**config.mk**
```make
export PLATFORM = sky130hd
export DESIGN_NAME = nonce_result_tx_flat
export DESIGN_NICKNAME = d
export VERILOG_FILES = /design/src/rtl/miner_tx_pkg.sv /design/src/rtl/nonce_result_tx_if.sv /design/src/rtl/tx_word_counter.sv /design/src/rtl/nonce_result_tx.sv /design/src/flat_wrapper.sv
export SDC_FILE = /design/constraint.sdc
export NUM_CORES = 1
export LEC_CHECK = 0
export CORE_AREA = 3 3 102 104
export CTS_BUF_LIST = sky130_fd_sc_hd__clkbuf_4 sky130_fd_sc_hd__clkbuf_8
export DETAILED_ROUTE_END_ITERATION = 10
export DIE_AREA = 0 0 105 107
export PLACE_DENSITY = 0.9
export SYNTH_ARGS = -nofsm -noshare
export SYNTH_HDL_FRONTEND = slang
export SYNTH_SLANG_ARGS = --single-unit
export TNS_END_PERCENT = 20
```
**constraint.sdc**
```tcl
create_clock -name clk -period 13.2 [get_ports clk]
set_input_delay 3.3 -clock clk [delete_from_list [all_inputs] [get_ports clk]]
set_output_delay 3.3 -clock clk [all_outputs]
set_load 0.1 [all_outputs]
```
**src/rtl/miner_tx_pkg.sv**
```systemverilog
// Shared types and constants for the nonce result transmit path.
// NONCE_RESULT_CHECKSUM_EN selects the 3-word checksummed frame.
package miner_tx_pkg;

    typedef enum logic [1:0] {
        IDLE = 2'd0,
        LOAD = 2'd1,
        SEND = 2'd2
    } tx_state_t;

    localparam logic [7:0]  SYNC_TAG_DEFAULT = 8'hA5;
    localparam logic [31:0] CHK_MASK         = 32'h5A5A5A5A;

`ifdef NONCE_RESULT_CHECKSUM_EN
    localparam int unsigned FRAME_WORDS = 3;
`else
    localparam int unsigned FRAME_WORDS = 2;
`endif

    typedef struct packed {
        logic [7:0]  job_id;
        logic [31:0] nonce;
    } result_entry_t;

endpackage

```
**src/rtl/nonce_result_tx_if.sv**
```systemverilog
// Valid/ready word stream carrying result frames toward the host.
interface nonce_result_tx_if #(
    parameter int unsigned WORD_W = 32
) ();
    logic [WORD_W-1:0] tx_data;
    logic              tx_valid;
    logic              tx_ready;
    logic              tx_last;

    modport master (output tx_data, output tx_valid, output tx_last, input tx_ready);
    modport slave  (input tx_data, input tx_valid, input tx_last, output tx_ready);
endinterface

```
**src/rtl/tx_word_counter.sv**
```systemverilog
// Word index within the frame being sent; clear on load, advance on handshake.
module tx_word_counter #(
    parameter int unsigned WORDS = 2,
    parameter int unsigned IDX_W = $clog2(WORDS)
) (
    input  logic             clk,
    input  logic             rst,
    input  logic             i_clr,
    input  logic             i_en,
    output logic [IDX_W-1:0] o_idx,
    output logic             o_last
);
    logic [IDX_W-1:0] r_idx;

    always_ff @(posedge clk) begin
        if (rst || i_clr) begin
            r_idx <= '0;
        end else if (i_en && !o_last) begin
            r_idx <= r_idx + 1'b1;
        end
    end

    assign o_idx  = r_idx;
    assign o_last = (r_idx == IDX_W'(WORDS - 1));
endmodule

```
**src/rtl/nonce_result_tx.sv**
```systemverilog
// Serialises found nonces into fixed result frames on a 32-bit stream.
// Build with NONCE_RESULT_CHECKSUM_EN for a third checksum word per frame.
module nonce_result_tx
    import miner_tx_pkg::*;
#(
    parameter int unsigned WORD_W   = 32,
    parameter int unsigned QDEPTH   = 2,
    parameter logic [7:0]  SYNC_TAG = SYNC_TAG_DEFAULT
) (
    input  logic                     clk,
    input  logic                     rst,
    input  logic                     found,
    input  logic [31:0]              found_nonce,
    input  logic [7:0]               job_id,
    nonce_result_tx_if.master        tx,
    output logic                     busy,
    output logic [7:0]               drop_cnt
);
    localparam int unsigned PTR_W = $clog2(QDEPTH);
    localparam int unsigned CNT_W = PTR_W + 1;
    localparam int unsigned IDX_W = $clog2(FRAME_WORDS);

    result_entry_t    r_q_mem [QDEPTH];
    logic [PTR_W-1:0] r_head, r_tail;
    logic [CNT_W-1:0] r_count;
    logic [CNT_W-1:0] w_count_d;
    tx_state_t        r_state, w_state_d;
    logic [7:0]       r_job, r_seq, r_drop;
    logic [31:0]      r_nonce;
    logic             w_full, w_pop, w_push, w_drop, w_hs, w_last;
    logic [IDX_W-1:0] w_idx;
    logic [31:0]      w_w0;
    logic [WORD_W-1:0] w_word;

    assign w_full    = (r_count == CNT_W'(QDEPTH));
    assign w_pop     = (r_state == LOAD);
    // A pop in the same cycle frees a slot, so a full queue can still accept.
    assign w_push    = found && (!w_full || w_pop);
    assign w_drop    = found && w_full && !w_pop;
    assign w_count_d = r_count + CNT_W'(w_push) - CNT_W'(w_pop);
    assign w_hs      = (r_state == SEND) && tx.tx_ready;

    tx_word_counter #(
        .WORDS (FRAME_WORDS)
    ) u_word_counter (
        .clk    (clk),
        .rst    (rst),
        .i_clr  (w_pop),
        .i_en   (w_hs),
        .o_idx  (w_idx),
        .o_last (w_last)
    );

    always_ff @(posedge clk) begin
        if (!rst && w_push) begin
            r_q_mem[r_tail] <= '{job_id: job_id, nonce: found_nonce};
        end
    end

    always_ff @(posedge clk) begin
        if (rst) begin
            r_head  <= '0;
            r_tail  <= '0;
            r_count <= '0;
            r_drop  <= '0;
        end else begin
            if (w_push) r_tail <= r_tail + 1'b1;
            if (w_pop)  r_head <= r_head + 1'b1;
            r_count <= w_count_d;
            if (w_drop && r_drop != 8'hFF) r_drop <= r_drop + 8'd1;
        end
    end

    always_comb begin
        w_state_d = r_state;
        unique case (r_state)
            IDLE:    if (r_count != '0) w_state_d = LOAD;
            LOAD:    w_state_d = SEND;
            SEND:    if (w_hs && w_last) w_state_d = (w_count_d != '0) ? LOAD : IDLE;
            default: w_state_d = IDLE;
        endcase
    end

    always_ff @(posedge clk) begin
        if (rst) begin
            r_state <= IDLE;
            r_job   <= '0;
            r_nonce <= '0;
            r_seq   <= '0;
        end else begin
            r_state <= w_state_d;
            if (w_pop) begin
                r_job   <= r_q_mem[r_head].job_id;
                r_nonce <= r_q_mem[r_head].nonce;
            end
            if (w_hs && w_last) r_seq <= r_seq + 8'd1;
        end
    end

    assign w_w0 = {SYNC_TAG, 8'h00, r_job, r_seq};

    // Word mux reads only frame registers, so data holds steady under backpressure.
    always_comb begin
        w_word = '0;
        if (r_state == SEND) begin
            if (w_idx == '0) begin
                w_word = w_w0;
`ifdef NONCE_RESULT_CHECKSUM_EN
            end else if (w_idx == IDX_W'(1)) begin
                w_word = r_nonce;
            end else begin
                w_word = w_w0 ^ r_nonce ^ CHK_MASK;
`else
            end else begin
                w_word = r_nonce;
`endif
            end
        end
    end

    assign tx.tx_data  = w_word;
    assign tx.tx_valid = (r_state == SEND);
    assign tx.tx_last  = (r_state == SEND) && w_last;
    assign busy        = (r_state != IDLE) || (r_count != '0);
    assign drop_cnt    = r_drop;
endmodule

```
**src/flat_wrapper.sv**
```systemverilog
// flat-port wrapper written by rule: the top's interface ports become plain ports
module nonce_result_tx_flat import miner_tx_pkg::*;
#(
    parameter int unsigned WORD_W   = 32,
    parameter int unsigned QDEPTH   = 2,
    parameter logic [7:0]  SYNC_TAG = SYNC_TAG_DEFAULT
)
  (clk, rst, found, found_nonce, job_id, busy, drop_cnt, tx_tx_data, tx_tx_valid, tx_tx_last, tx_tx_ready);
  nonce_result_tx_if #(.WORD_W(WORD_W)) tx_i ();
  input  logic clk;
  input  logic rst;
  input  logic found;
  input  logic [31:0] found_nonce;
  input  logic [7:0] job_id;
  output logic busy;
  output logic [7:0] drop_cnt;
  output wire logic [$bits(tx_i.tx_data)-1:0] tx_tx_data;
  output wire logic [$bits(tx_i.tx_valid)-1:0] tx_tx_valid;
  output wire logic [$bits(tx_i.tx_last)-1:0] tx_tx_last;
  input wire logic [$bits(tx_i.tx_ready)-1:0] tx_tx_ready;
  assign tx_tx_data = tx_i.tx_data;
  assign tx_tx_valid = tx_i.tx_valid;
  assign tx_tx_last = tx_i.tx_last;
  assign tx_i.tx_ready = tx_tx_ready;
  nonce_result_tx #(.WORD_W(WORD_W), .QDEPTH(QDEPTH), .SYNC_TAG(SYNC_TAG)) u_core (.clk(clk), .rst(rst), .found(found), .found_nonce(found_nonce), .job_id(job_id), .tx(tx_i), .busy(busy), .drop_cnt(drop_cnt));
endmodule
```
==> summary.txt <==
Drt pass-1 iters: 4
Synth top area share: 0.4253
Critical path class: reg2out
Clock Latency Late Sink: 0.42 ns
Post-synth top area cell: edfxtp_1
Wirelength per Cell: 16.84 um
Max Root-Sink Buffers: 2
Final hold violations: 0
Share of cells above drive strength 1: 0.08656
I/O Buffers: 86
Predominant post-synthesis flop cell: edfxtp_1
Total CTS buffers: 17
Fmax achieved: 152.4 MHz
Clock power frac: 0.351
GRT Total Usage: 0.2104
Lkg Pwr: 2.340 nW
Vias in the first global route: 3823
CORE AREA: 0.009639 mm2
Setup_tns: 0 ns
HPWL Detailed: 7.146 mm
Antenna Violating Nets Remaining: 0
Slew Viols, Final: 0
CTS Root Buffer Type: clkbuf_8
Remaining Overflow, GRT: 0
Sw power: 322.1 uW
Seq/Total Area, Yosys: 0.6486
I/O pin cnt: 87
Combinational Power Share: 0.180
Critical path arrival: 3.26 ns
Worst Clk Skew: 0.006597 ns
Initial antenna violation count: 0
Setup Buffers After CTS: 0
Post-synth EDFFs: 80
Most common cell after layout, fill and taps aside: clkdlybuf4s50_1
Peak supply drop: 0.09657 mV
Actual slew at the worst max-slew pin: 1.007 ns
Period utilization: 0.4972
Crit Path Max Fanout: 21
Yosys Warn Count: 0
Detailed-route vias per instance: 5.546
Internal power: 852.1 uW
Avg Synthesized Cell Area: 12.55 um2
Netlist cell types: 40
Clock transition at path regs: 0.07 ns
Pwr Density: 166.1 mW/mm2
Worst min-delay path class: reg2reg
Final worst slack: 6.637 ns
Startpoint Class: register
Initial core utilization: 0.5859
RSZ-0062 raised after global routing: false
Setup WS pre-CTS: 7.103 ns
Largest net degree at the start of global routing: 84
Switching part of the total power: 0.2743
FP Rows: 36
Total die area: 0.01124 mm2
Tmin final: 6.563 ns
GP Congestion: 0.7781
Seq pwr share: 0.469
# placed instances: 644
Number of clock sinks: 143
Post-synthesis register bit count: 143
1st-iter DRT viols: 222
Synth async-reset ratio: 0
Post-Syn Instances: 450
Synthesized net count: 496
Die height: 107 um
DRT Wirelength: 11.38 mm
Worst path required time: 9.90 ns
Area Overhead vs Synth: 25.14%
Final setup violation count: 0
Hold Buf Count CTS: 0
Most frequent cells in the layout: 85 x clkdlybuf4s50_1, 80 x edfxtp_1, 75 x nor2_1
Outcome: complete, no violations
Die Wd: 105 um
Vias: 3749
Max_slew headroom: 0.3265
Ant. Diodes: 0
Nets@finish: 576
H-tree depth reported by CTS: 4
DR DRC count: 0
Global-route wire length before repair: 18.56 mm
Synthesized area: 0.005648 mm2
Max Cap Viol: 0
Non-Filler Instances: 676
CTS tree: done
Critical Path Sink Type: primary output
Top post-synthesis cells by area: edfxtp_1 43%, dfxtp_1 22%, mux2i_1 10%, a211oi_1 5.7%, nor2_1 5.0%
PostCTS Resize Cnt: 0
[worst max-delay path, stage by stage, from the launching register on]
cell and delay, ns:
dfxtp_1 0.51, nand2b_1 0.56, inv_2 0.42, and3_1 0.21
clkdlybuf4s50_1 1.13
[worst paths after layout]
check | from | endpoint | slack (ns) | cells after the start
min | u_core.r_nonce[21]$_SDFFE_PP0N_ | u_core.r_nonce[21]$_SDFFE_PP0N_ | 0.50 | 2
max | u_core.r_state[1]$_SDFFE_PP0P_ | tx_tx_data[25] | 6.64 | 4
max reg2reg | u_core.r_count[0]$_SDFF_PP0_ | u_core.r_q_mem[1][0]$_DFFE_PP_ | 10.71 | 4
min reg2reg | u_core.r_nonce[21]$_SDFFE_PP0N_ | u_core.r_nonce[21]$_SDFFE_PP0N_ | 0.50 | 2
[cells in the mapped netlist (5+ instances only)]
| library cell | instances |
|---|---|
| nor2_1 | 75 |
| nand3_1 | 6 |
| mux2i_1 | 59 |
| dfxtp_1 | 63 |
| clkbuf_1 | 13 |
| inv_1 | 7 |
| and3_1 | 13 |
| nand2_1 | 10 |
| xnor2_1 | 5 |
| buf_4 | 6 |
| a211oi_1 | 43 |
| a21oi_1 | 11 |
| edfxtp_1 | 80 |
| buf_2 | 10 |
| nor3_1 | 5 |
[kinds of logic (layout without fill, tap and decap cells)]
logic type               Yosys count  in the layout  synth area share
flip-flops                       143            143            0.6486
AND/OR/NAND/NOR                  132            132            0.1132
AO/OA/AOI/OAI                     65             65           0.08108
multiplexers                      60             60            0.1066
buffers and inverters             39            132           0.03212
XOR/XNOR                           9              9           0.01396
adder cells (fa/ha/maj)            2              2          0.004430
[metal layers]
| layer | track usage | wire length (um) |
|---|---|---|
| met5 | 0 | 0 |
| met2 | 0.3566 | 5763 |
| met3 | 0.06201 | 521 |
| met4 | 0.09560 | 331 |
| met1 | 0.2484 | 4764 |
[stage by stage]
step	hold WS, ns	utilization	power, mW	cell area, um2
detailed placement	0.4945	0.6826	0.7689	6580
finish	0.5020	0.7333	1.174	7068
CTS	0.5046	0.7333	1.179	7068
global route	0.5217	0.7333	1.222	7068
global placement	0.4822	0.6826	0.7586	6580
floorplan	0.4657	-	0.7150	5648
[state kept, by name, summed over array words and instances (netlist names), 2 cells and up]
name / count
u_core.r_job: 8
u_core.r_q_mem: 80
u_core.r_count: 2
u_core.r_seq: 8
u_core.drop_cnt: 8
u_core.r_state: 2
u_core.r_nonce: 32
[power by group through the flow]
stage	registers [mW]	clock network (mW)	logic, mW
final	0.550	0.412	0.212
after global routing	0.554	0.438	0.229
after CTS	0.549	0.417	0.213
after detailed placement	0.558	0	0.210
after global placement	0.556	0	0.203
after floorplan	0.546	0	0.169
[cell type report]
class / count / area, um2
tap: 133 / 166.4
clock buffer: 21 / 276.5
fill: 638 / 2571
timing repair buffer: 92 / 900.9
multi-input combinational: 268 / 1818
clock inverter: 11 / 211.5
sequential: 143 / 3665
inverter: 8 / 30.03
No activity file was read; power rests on OpenSTA's default activity.
